[src/rtl/demux_stream_pkg.sv]
// Shared constants and types for the 1-to-N stream demultiplexer.
// Holds counter width, slot state encoding and legal channel range.
package demux_stream_pkg;

    localparam int STAT_W     = 16;
    localparam int NUM_CH_MIN = 2;
    localparam int NUM_CH_MAX = 16;

    typedef enum logic {
        SLOT_EMPTY = 1'b0,
        SLOT_FULL  = 1'b1
    } slot_state_e;

endpackage

[src/rtl/demux_stream_slot.sv]
// One output slot: 1-entry buffer with valid/ready drain side.
// Ports: load/wdata (fill), ready (consumer), valid/data (slot), cnt.
// Data reads zero whenever the slot is empty.
// Beat counter exists only when DEMUX_STREAM_STAT_EN is defined.
module demux_stream_slot
    import demux_stream_pkg::*;
#(
    parameter int BUS_WIDTH = 8
) (
    input  logic                 clk,
    input  logic                 rst_n,
    input  logic                 load,
    input  logic [BUS_WIDTH-1:0] wdata,
    input  logic                 ready,
    output logic                 valid,
    output logic [BUS_WIDTH-1:0] data,
    output logic [STAT_W-1:0]    cnt
);

    slot_state_e          state_q, state_d;
    logic [BUS_WIDTH-1:0] data_q;
    logic                 drain;

    assign valid = (state_q == SLOT_FULL);
    assign drain = valid & ready;
    assign data  = data_q;

    always_ff @(posedge clk or negedge rst_n) begin
        if (!rst_n) state_q <= SLOT_EMPTY;
        else        state_q <= state_d;
    end

    // load while FULL can only happen together with a drain,
    // because the top gates acceptance on !valid | ready
    always_comb begin
        state_d = state_q;
        unique case (state_q)
            SLOT_EMPTY: if (load)           state_d = SLOT_FULL;
            SLOT_FULL:  if (drain && !load) state_d = SLOT_EMPTY;
            default:                        state_d = SLOT_EMPTY;
        endcase
    end

    always_ff @(posedge clk or negedge rst_n) begin
        if (!rst_n)     data_q <= '0;
        else if (load)  data_q <= wdata;
        else if (drain) data_q <= '0;
    end

`ifdef DEMUX_STREAM_STAT_EN
    logic [STAT_W-1:0] cnt_q;

    always_ff @(posedge clk or negedge rst_n) begin
        if (!rst_n)
            cnt_q <= '0;
        else if (drain && cnt_q != '1)
            cnt_q <= cnt_q + 1'b1;
    end

    assign cnt = cnt_q;
`else
    assign cnt = '0;
`endif

endmodule

[src/rtl/demux_stream_nch.sv]
// Registered 1-to-NUM_CH stream demux with per-channel 1-entry slots.
// Ports: in_* (producer), out_* (per-channel), sel_err, stat_cnt.
// Optional per-channel beat counters: define DEMUX_STREAM_STAT_EN.
module demux_stream_nch
    import demux_stream_pkg::*;
#(
    parameter int BUS_WIDTH = 8,
    parameter int NUM_CH    = 4,
    parameter int SEL_W     = $clog2(NUM_CH)
) (
    input  logic                        clk,
    input  logic                        rst_n,
    input  logic                        in_valid,
    output logic                        in_ready,
    input  logic [BUS_WIDTH-1:0]        in_data,
    input  logic [SEL_W-1:0]            in_sel,
    output logic [NUM_CH-1:0]           out_valid,
    input  logic [NUM_CH-1:0]           out_ready,
    output logic [NUM_CH*BUS_WIDTH-1:0] out_data,
    output logic                        sel_err,
    output logic [NUM_CH*STAT_W-1:0]    stat_cnt
);

    if (NUM_CH < NUM_CH_MIN || NUM_CH > NUM_CH_MAX) begin : g_bad_nch
        $error("demux_stream_nch: NUM_CH out of range");
    end
    if (SEL_W != $clog2(NUM_CH)) begin : g_bad_selw
        $error("demux_stream_nch: SEL_W must not be overridden");
    end

    logic              sel_ok;
    logic              accept;
    logic              rdy_mux;
    logic [NUM_CH-1:0] load;
    logic              sel_err_q;

    assign sel_ok = 32'(in_sel) < NUM_CH;

    // out-of-range selects are always accepted and dropped
    always_comb begin
        rdy_mux = 1'b1;
        for (int k = 0; k < NUM_CH; k++) begin
            if (in_sel == SEL_W'(k))
                rdy_mux = !out_valid[k] | out_ready[k];
        end
    end

    assign in_ready = rdy_mux;
    assign accept   = in_valid & in_ready;

    always_comb begin
        load = '0;
        for (int k = 0; k < NUM_CH; k++) begin
            load[k] = accept & (in_sel == SEL_W'(k));
        end
    end

    always_ff @(posedge clk or negedge rst_n) begin
        if (!rst_n) sel_err_q <= 1'b0;
        else        sel_err_q <= accept & !sel_ok;
    end

    assign sel_err = sel_err_q;

    for (genvar k = 0; k < NUM_CH; k++) begin : g_slot
        demux_stream_slot #(
            .BUS_WIDTH(BUS_WIDTH)
        ) u_slot (
            .clk   (clk),
            .rst_n (rst_n),
            .load  (load[k]),
            .wdata (in_data),
            .ready (out_ready[k]),
            .valid (out_valid[k]),
            .data  (out_data[k*BUS_WIDTH +: BUS_WIDTH]),
            .cnt   (stat_cnt[k*STAT_W +: STAT_W])
        );
    end

endmodule

[config.mk]
export PLATFORM = sky130hd
export DESIGN_NAME = demux_stream_nch
export DESIGN_NICKNAME = d
export VERILOG_FILES = /design/src/rtl/demux_stream_pkg.sv /design/src/rtl/demux_stream_slot.sv /design/src/rtl/demux_stream_nch.sv
export SDC_FILE = /design/constraint.sdc
export NUM_CORES = 1
export LEC_CHECK = 0
export ABC_AREA = 1
export CORE_MARGIN = 2
export CORE_UTILIZATION = 39
export CTS_CLUSTER_SIZE = 16
export DETAILED_ROUTE_END_ITERATION = 8
export GPL_ROUTABILITY_DRIVEN = 1
export PLACE_DENSITY = 0.81
export SETUP_SLACK_MARGIN = 0.3
export SYNTH_ARGS = -nofsm -noshare
export SYNTH_HDL_FRONTEND = slang
export SYNTH_SLANG_ARGS = --single-unit
[constraint.sdc]
create_clock -name clk -period 1.6 [get_ports clk]
set_clock_uncertainty 0.05 [all_clocks]
set_input_delay 0.24 -clock clk [delete_from_list [all_inputs] [get_ports clk]]
set_output_delay 0.24 -clock clk [all_outputs]
set_load 0.05 [all_outputs]
==> impl.org, run 1 <==
** Synthesis
- During synthesis, Yosys emitted a total of 0 warnings.
- The biggest area contributor in the post-synthesis netlist is dfrtp_1.
- Area share of the largest cell type after synthesis :: 42.4%
- The netlist uses 19 different library cells.
- After synthesis, the share of flip-flops with an asynchronous set or reset is 100%.
- Post-Synth Simple-Gate Area :: 26.0%
- The synthesized netlist devotes 2.36% of its cell area to compound gates.
- Among all cell types in the netlist, the one instantiated most often is buf_4.
- The synthesized design contains 0 enable-type register cells.
- By area, the combinational part of the netlist is dominated by buffers and inverters.
- The most used flip-flop cell after synthesis is dfrtp_1.
- The synthesized netlist occupies a cell area of 2120 µm².
- After Yosys synthesis, XOR and XNOR cells account for 0% of the synthesized area.
- Of the post-synthesis cell area, the part taken by muxes is 0%.
- Top area cells in the synthesized netlist :: dfrtp_1, buf_4, nand3_1
- For this run, the register share of the synthesized area comes to 42.4%.
- The commonest cells after synthesis are buf_4, dfrtp_1, nand2_1.
- Count of state elements after synthesis :: 36
- Each instance of the synthesized netlist takes up on average 8.77 µm².
- Adder-cell share of the synthesized area :: 0%
- The cell count after synthesis came out at 242.

** Floorplanning
- X dimension of the die :: 77.8 µm
- Site row count :: 26
- Total core area :: 5170 µm²
- In this run the vertical extent of the chip is 77.8 µm.
- 119 I/O pins were placed.
- Die ar. :: 6050 µm²
- Starting density of the core :: 41.0%

** Critical path
- In this design, the largest share of critical-path delay is due to buffers and inverters.
- Sort of element at the start of the critical path :: register
- Crit path capture type :: register
- Of all nets on the critical path, the largest fanout is 2.
- The largest individual stage delay along the critical path comes from the cell dfrtp_1.
- WP data required :: 1770 ps
- In this design, the critical path's most frequently occurring cell is buf_6.
- Class of the most critical setup path :: reg -> reg
- Worst EP arrival :: 1830 ps
- Largest stage delay, worst path :: 370 ps
- Traced cell by cell, the critical path runs through inv_2 -> buf_6 -> buf_6 -> buf_6 -> buf_6 -> buf_6 -> buf_6 -> buf_6 -> buf_6 -> buf_6 -> buf_6 -> o21ai_2.
- Counting both buffers and inverters, the worst setup path holds a total of 11.

** Global route
- In the global route stage, overall resource usage came out at 17.6%.
- Leftover overflow at the end of global routing :: 0
- Entering global routing, the biggest net connects 37 pins.
- The initial antenna violation count came to 0.
- The first global-routing pass estimated 8310 µm of wire.
- The via count of the first global-routing pass was 1,623.

** Routing
- Number of design rule violations left after detail routing :: 0
- Final WL :: 5620 µm
- Once detail routing completed, the nets flagged for antenna violations numbered 0.
- Ratio of routed vias to standard cells :: 4.63
- Via count :: 1,846
- Drt pass-1 iters :: 4
- After detailed routing, the average wire length per cell comes to 14.1 µm.
- The detailed router finished its first iteration with 98 violations.

** Place
- Routability congestion estimate from global placement :: 0.737
- Port-buffer cells :: 53
- Detailed placement ended at an HPWL of 3610 µm.

** Timing
- Timing-limited maximum frequency :: 0.602 GHz
- Hold timing on the final database bottoms out at a slack of 276 ps.
- Final setup vio count :: 2
- Counting I/O delays and the setup requirement, the final critical path takes 1660 ps.
- Final setup TNS :: -108 ps
- Final hold vios :: 0
- Share of the clock period used by the worst path :: 104%
- Setup repair after global routing could not meet its margin everywhere.
- Setup ws final :: -62.1 ps
- Max Transition Viols Final :: 0

** CTS
- In this run the clock root is driven by a clkbuf_8.
- The clock net in this run drives a total of 36 sinks.
- H-Tree Level Count :: 2
- TritonCTS built the clock tree.
- Clock tree synthesis inserted a total of 5 buffers.
- Clock input transition at the sequential cells of the worst setup and hold paths :: 70 ps
- Maximum clock path buffer count :: 2
- Clock latency reported for the late side of the worst-skew pair :: 290 ps

** Power and ir drop
- VDD sags by at most 418 µV.
- Summing internal, switching and leakage power gives 0.00336 W.
- Lkg Pwr :: 1.59 nW
- Pwr per Cell Area :: 1140 nW/µm²

** Run status
- The final reports fail on setup timing.
- The flow ran to the end, but the final reports show violations.

** Final layout
- After the last flow step, the layout net total stands at 346.
- At the end of the flow the core is filled with cells to 57.2%.
- Fraction of layout instances using a drive strength above 1 :: 31.9%
- Number of antenna diodes :: 0
- Relative to the synthesized area, the layout overhead comes to 39.4%.

** Job
- Across the run, the number of max-cap violations was 0.

** Min path
- Type of the worst min-delay path :: in -> reg
[what timing repair did]
action / in CTS / in global routing
endpoints found under the setup margin: 28 / 37
buffers inserted: 14 / 3
pin swaps: 5 / 27
hold buffers: 0 / 0
cloned: 3 / 3
gates resized for setup: 31 / 27
[state kept, by name, indices dropped and copies added, names as in the netlist]
name and flops:
g_slot.u_slot.valid 4, g_slot.u_slot.data 32
[power by group]
group	switching [W]	internal (W)
registers	0.0000884	0.00104
clock network	0.000310	0.000383
logic	0.00112	0.000411
[layer usage]
metal  up-vias  wire (µm)  GRT usage [%]
met3         5        438           4.30
met1       889       2090           22.6
met2        88       3060           30.2
met5         -          0              0
li1        864          -              -
met4         0         38           3.21
[through the flow]
stage               setup WS, ps  instance area (µm²)  std cells
floorplan                    263                 2360        306
global placement            -360                 2480        369
detailed placement          -384                 2480        369
CTS                        -80.0                 2830        393
global route                -130                 2960        399
finish                     -62.1                 2960        399
[area by class of cell]
class / instances / area (µm²)
Timing Repair Buffer: 88 / 841
Sequential cell: 36 / 901
Multi-Input combinational cell: 183 / 977
Tap cell: 70 / 87.6
Clock buffer: 7 / 96.3
Fill cell: 467 / 2210
Inverter: 15 / 56.3
[cells in the final DEF (no fill, tap or decap), types with 2 or more instances in the layout]
cell,count
inv_1,10
buf_6,19
conb_1,65
nor2_4,2
nand2_2,4
nand3_2,3
clkdlybuf4s50_1,10
nand4_1,25
buf_4,46
dlygate4sd2_1,5
o21ai_2,2
nor2_2,4
nand2_1,33
nand4_4,6
nand3_1,29
dfrtp_1,36
o21ai_1,7
buf_12,4
inv_2,4
clkbuf_8,7
[worst paths after layout]
kind                                           from                        to  slack [ps]  cells after the start
setup / recovery             g_slot[1].u_slot.valid    g_slot[1].u_slot.valid         -60                     12
setup reg to reg             g_slot[1].u_slot.valid    g_slot[1].u_slot.valid         -60                     12
max in group asynchronous                     rst_n  g_slot[2].u_slot.data[0]         860                      2
hold / removal                         out_ready[1]    g_slot[1].u_slot.valid         280                      2
min in group asynchronous                     rst_n  g_slot[1].u_slot.data[7]         320                      2
hold reg to reg            g_slot[0].u_slot.data[7]  g_slot[0].u_slot.data[7]         470                      2
[cells by family after synthesis]
group,after synthesis
compound gates,10
buf+inv,90
flops,36
other cells,1
simple gates,105
Note: power is estimated with default switching activity, not from simulation.
==> run 2: changes to the inputs <==
- CORE_UTILIZATION: 39 -> 35
- PLACE_DENSITY: 0.81 -> 0.74
==> run 2 against run 1 <==
  * Critical endpoint unchanged
  * Clock power down 3.3%
  * Die area is 11% higher
  * Routed wire length is 9.2% higher
  * The run still ends with setup timing left
  * Non-clock buffer count increased by 5
  * Largest cell class unchanged
  * Worst setup slack got worse by 50 ps
==> impl.org, run 2 (same netlist as run 1, synthesis figures left out) <==
** Timing
- Static timing analysis puts the maximum clock frequency at 0.584 GHz.
- Final hold vios :: 0
- Setup repair after global routing could not meet its margin everywhere.
- Final setup vio count :: 2
- In the final timing run, aggregate negative setup slack is -179 ps.
- Setup ws final :: -112 ps
- Max Transition Viols Final :: 0
- Worst hold slack :: 263 ps
- The worst path uses 107% of the clock period.
- After layout, the minimum clock period comes to 1710 ps.

** Global route
- Antenna violations before repair :: 0
- Met2 layer usage reported by global route :: 29.6%
- Vias in the first global route :: 1,764
- Global routing used 20.4% of the available met1 tracks.
- The global routing stage identified its most utilized layer as met2.
- M3 GR Usage :: 3.52%
- Entering global routing, the biggest net connects 37 pins.
- Leftover overflow at the end of global routing :: 0
- Total routing usage reported by global routing :: 17.2%
- First-pass GRT wire length :: 8530 µm

** Critical path
- Sort of element at the start of the critical path :: register
- Worst-path fanout max :: 2
- The setup path with the least slack is of type reg -> reg.
- Start point of the critical path :: g_slot[1].u_slot.valid
- In this run the critical register-to-register path is launched from g_slot[1].u_slot.valid.
- Setup crit end :: g_slot[1].u_slot.valid
- Measured in cells, the most critical reg-to-reg path has a length of 12.
- Critical register-to-register path endpoint :: g_slot[1].u_slot.valid
- Minimum setup slack among reg-to-reg paths :: -110 ps
- At the worst endpoint, the required time is 1780 ps.
- Crit path capture type :: register
- Worst EP arrival :: 1890 ps

** Place
- Timing analysis after detailed placement gives a worst setup slack of -376 ps.
- Routability congestion estimate from global placement :: 0.831
- In this run the tool buffered the top-level ports with 53 buffer cells.
- HPWL Detailed :: 3550 µm

** CTS
- In this run the deepest clock path goes through 2 buffers.
- The cell sitting at the root of the clock tree is a clkbuf_8.
- H-Tree Level Count :: 2
- Clock input transition at the sequential cells of the worst setup and hold paths :: 70 ps
- Counting the buffers created by CTS gives 5.
- Clock latency reported for the late side of the worst-skew pair :: 300 ps
- TritonCTS built the clock tree.
- Clk sink count :: 36

** Run status
- The checks that failed: setup timing.
- The run finished, with violations left.

** Routing
- Summed over all layers, the routed wires come to 6140 µm.
- After the first detailed-routing iteration, the DRC count stood at 62.
- Antenna Nets Post-Route :: 0
- Ratio of routed vias to standard cells :: 4.67
- In the final routed layout, each cell accounts on average for 15.0 µm.
- Number of design rule violations left after detail routing :: 0
- Via count :: 1,915
- Before antenna repair, the detailed router went through 4 iterations.

** Final layout
- In the layout the commonest cells are conb_1, buf_4, dfrtp_1, nand2_1, nand4_1.
- Number of antenna diodes :: 0
- Leaving out fill and tap cells, the most frequent cell in the layout is conb_1.
- Nets@finish :: 351
- P&R area growth vs syn :: 45.9%
- Max FFs per register :: 32
- For this run, the share of the core covered by cells in the final layout is 52.6%.
- Fraction of layout instances using a drive strength above 1 :: 37.3%

** Job
- The tool flagged a number of max-cap violations equal to 0.

** Floorplanning
- In this run the horizontal extent of the chip is 81.9 µm.
- IO Count :: 119
- Die ar. :: 6710 µm²
- In this run the vertical extent of the chip is 81.9 µm.
- Site row count :: 28
- After floorplanning, the core was sized to cover 5890 µm².
- The initial utilization of the core area, before any placement, comes to 36.1%.

** Min path
- In this run the worst hold path is classified as in -> async.

** Power and ir drop
- Worst ir drop on vdd :: 495 µV
- After layout, the design draws a total of 0.00340 W.
- In this run the power density over the cells is 1100 nW/µm².
- Lkg Pwr :: 1.64 nW
run 2: metal layers:
metal  vias up  wire (µm)
met4         0        125
met1       936       2310
met3        10        510
met5         -          0
li1        874          -
met2        95       3200
run 2: power by group:
| group | internal (W) | switching [W] | total, W |
|---|---|---|---|
| clock | 0.000351 | 0.000319 | 0.000670 |
| combinational | 0.000444 | 0.00115 | 0.00159 |
| sequential | 0.00105 | 0.0000958 | 0.00114 |
| total | 0.00184 | 0.00156 | 0.00340 |
run 2: metrics by stage:
step,area (µm²),instances
3_5_place_dp,2500,374
3_3_place_gp,2500,374
6_report,3100,410
2_1_floorplan,2360,306
4_1_cts,2890,403
5_1_grt,3100,410
run 2: worst max-delay path, stage by stage, from the launching register on:
cell and delay [ps]:
dfrtp_1 380, inv_2 50, buf_4 130, buf_6 110, buf_6 100, buf_6 100, buf_6 100, buf_6 100
buf_6 100, buf_6 100, buf_6 100, buf_6 100, o21ai_2 110
run 2: how the worst min path moves through the flow:
stage	startpoint	to	depth (start not counted)
global route	rst_n	g_slot[1].u_slot.data[5]	2
CTS	out_ready[0]	g_slot[0].u_slot.valid	2
global placement	g_slot[1].u_slot.data[7]	g_slot[1].u_slot.data[7]	2
floorplan	rst_n	g_slot[0].u_slot.data[0]	0
finish	rst_n	g_slot[1].u_slot.data[5]	2
detailed placement	g_slot[0].u_slot.data[1]	g_slot[0].u_slot.data[1]	2
run 2: final cells by class:
type	count	area, µm²
fillers	541	2790
multi-input cells	183	1050
repair buffers	93	902
flip-flops and latches	36	901
well taps	75	93.8
clock buffers	8	90.1
inverters	15	56.3
run 2: repair_timing:
item / 4_1_cts / 5_1_grt
cloned: 3 / 3
gates resized for setup: 36 / 48
hold buffers: 0 / 0
setup endpoints to repair: 28 / 37
pin swaps: 32 / 6
hold endpoints to repair: 0 / 0
buffers inserted: 18 / 4
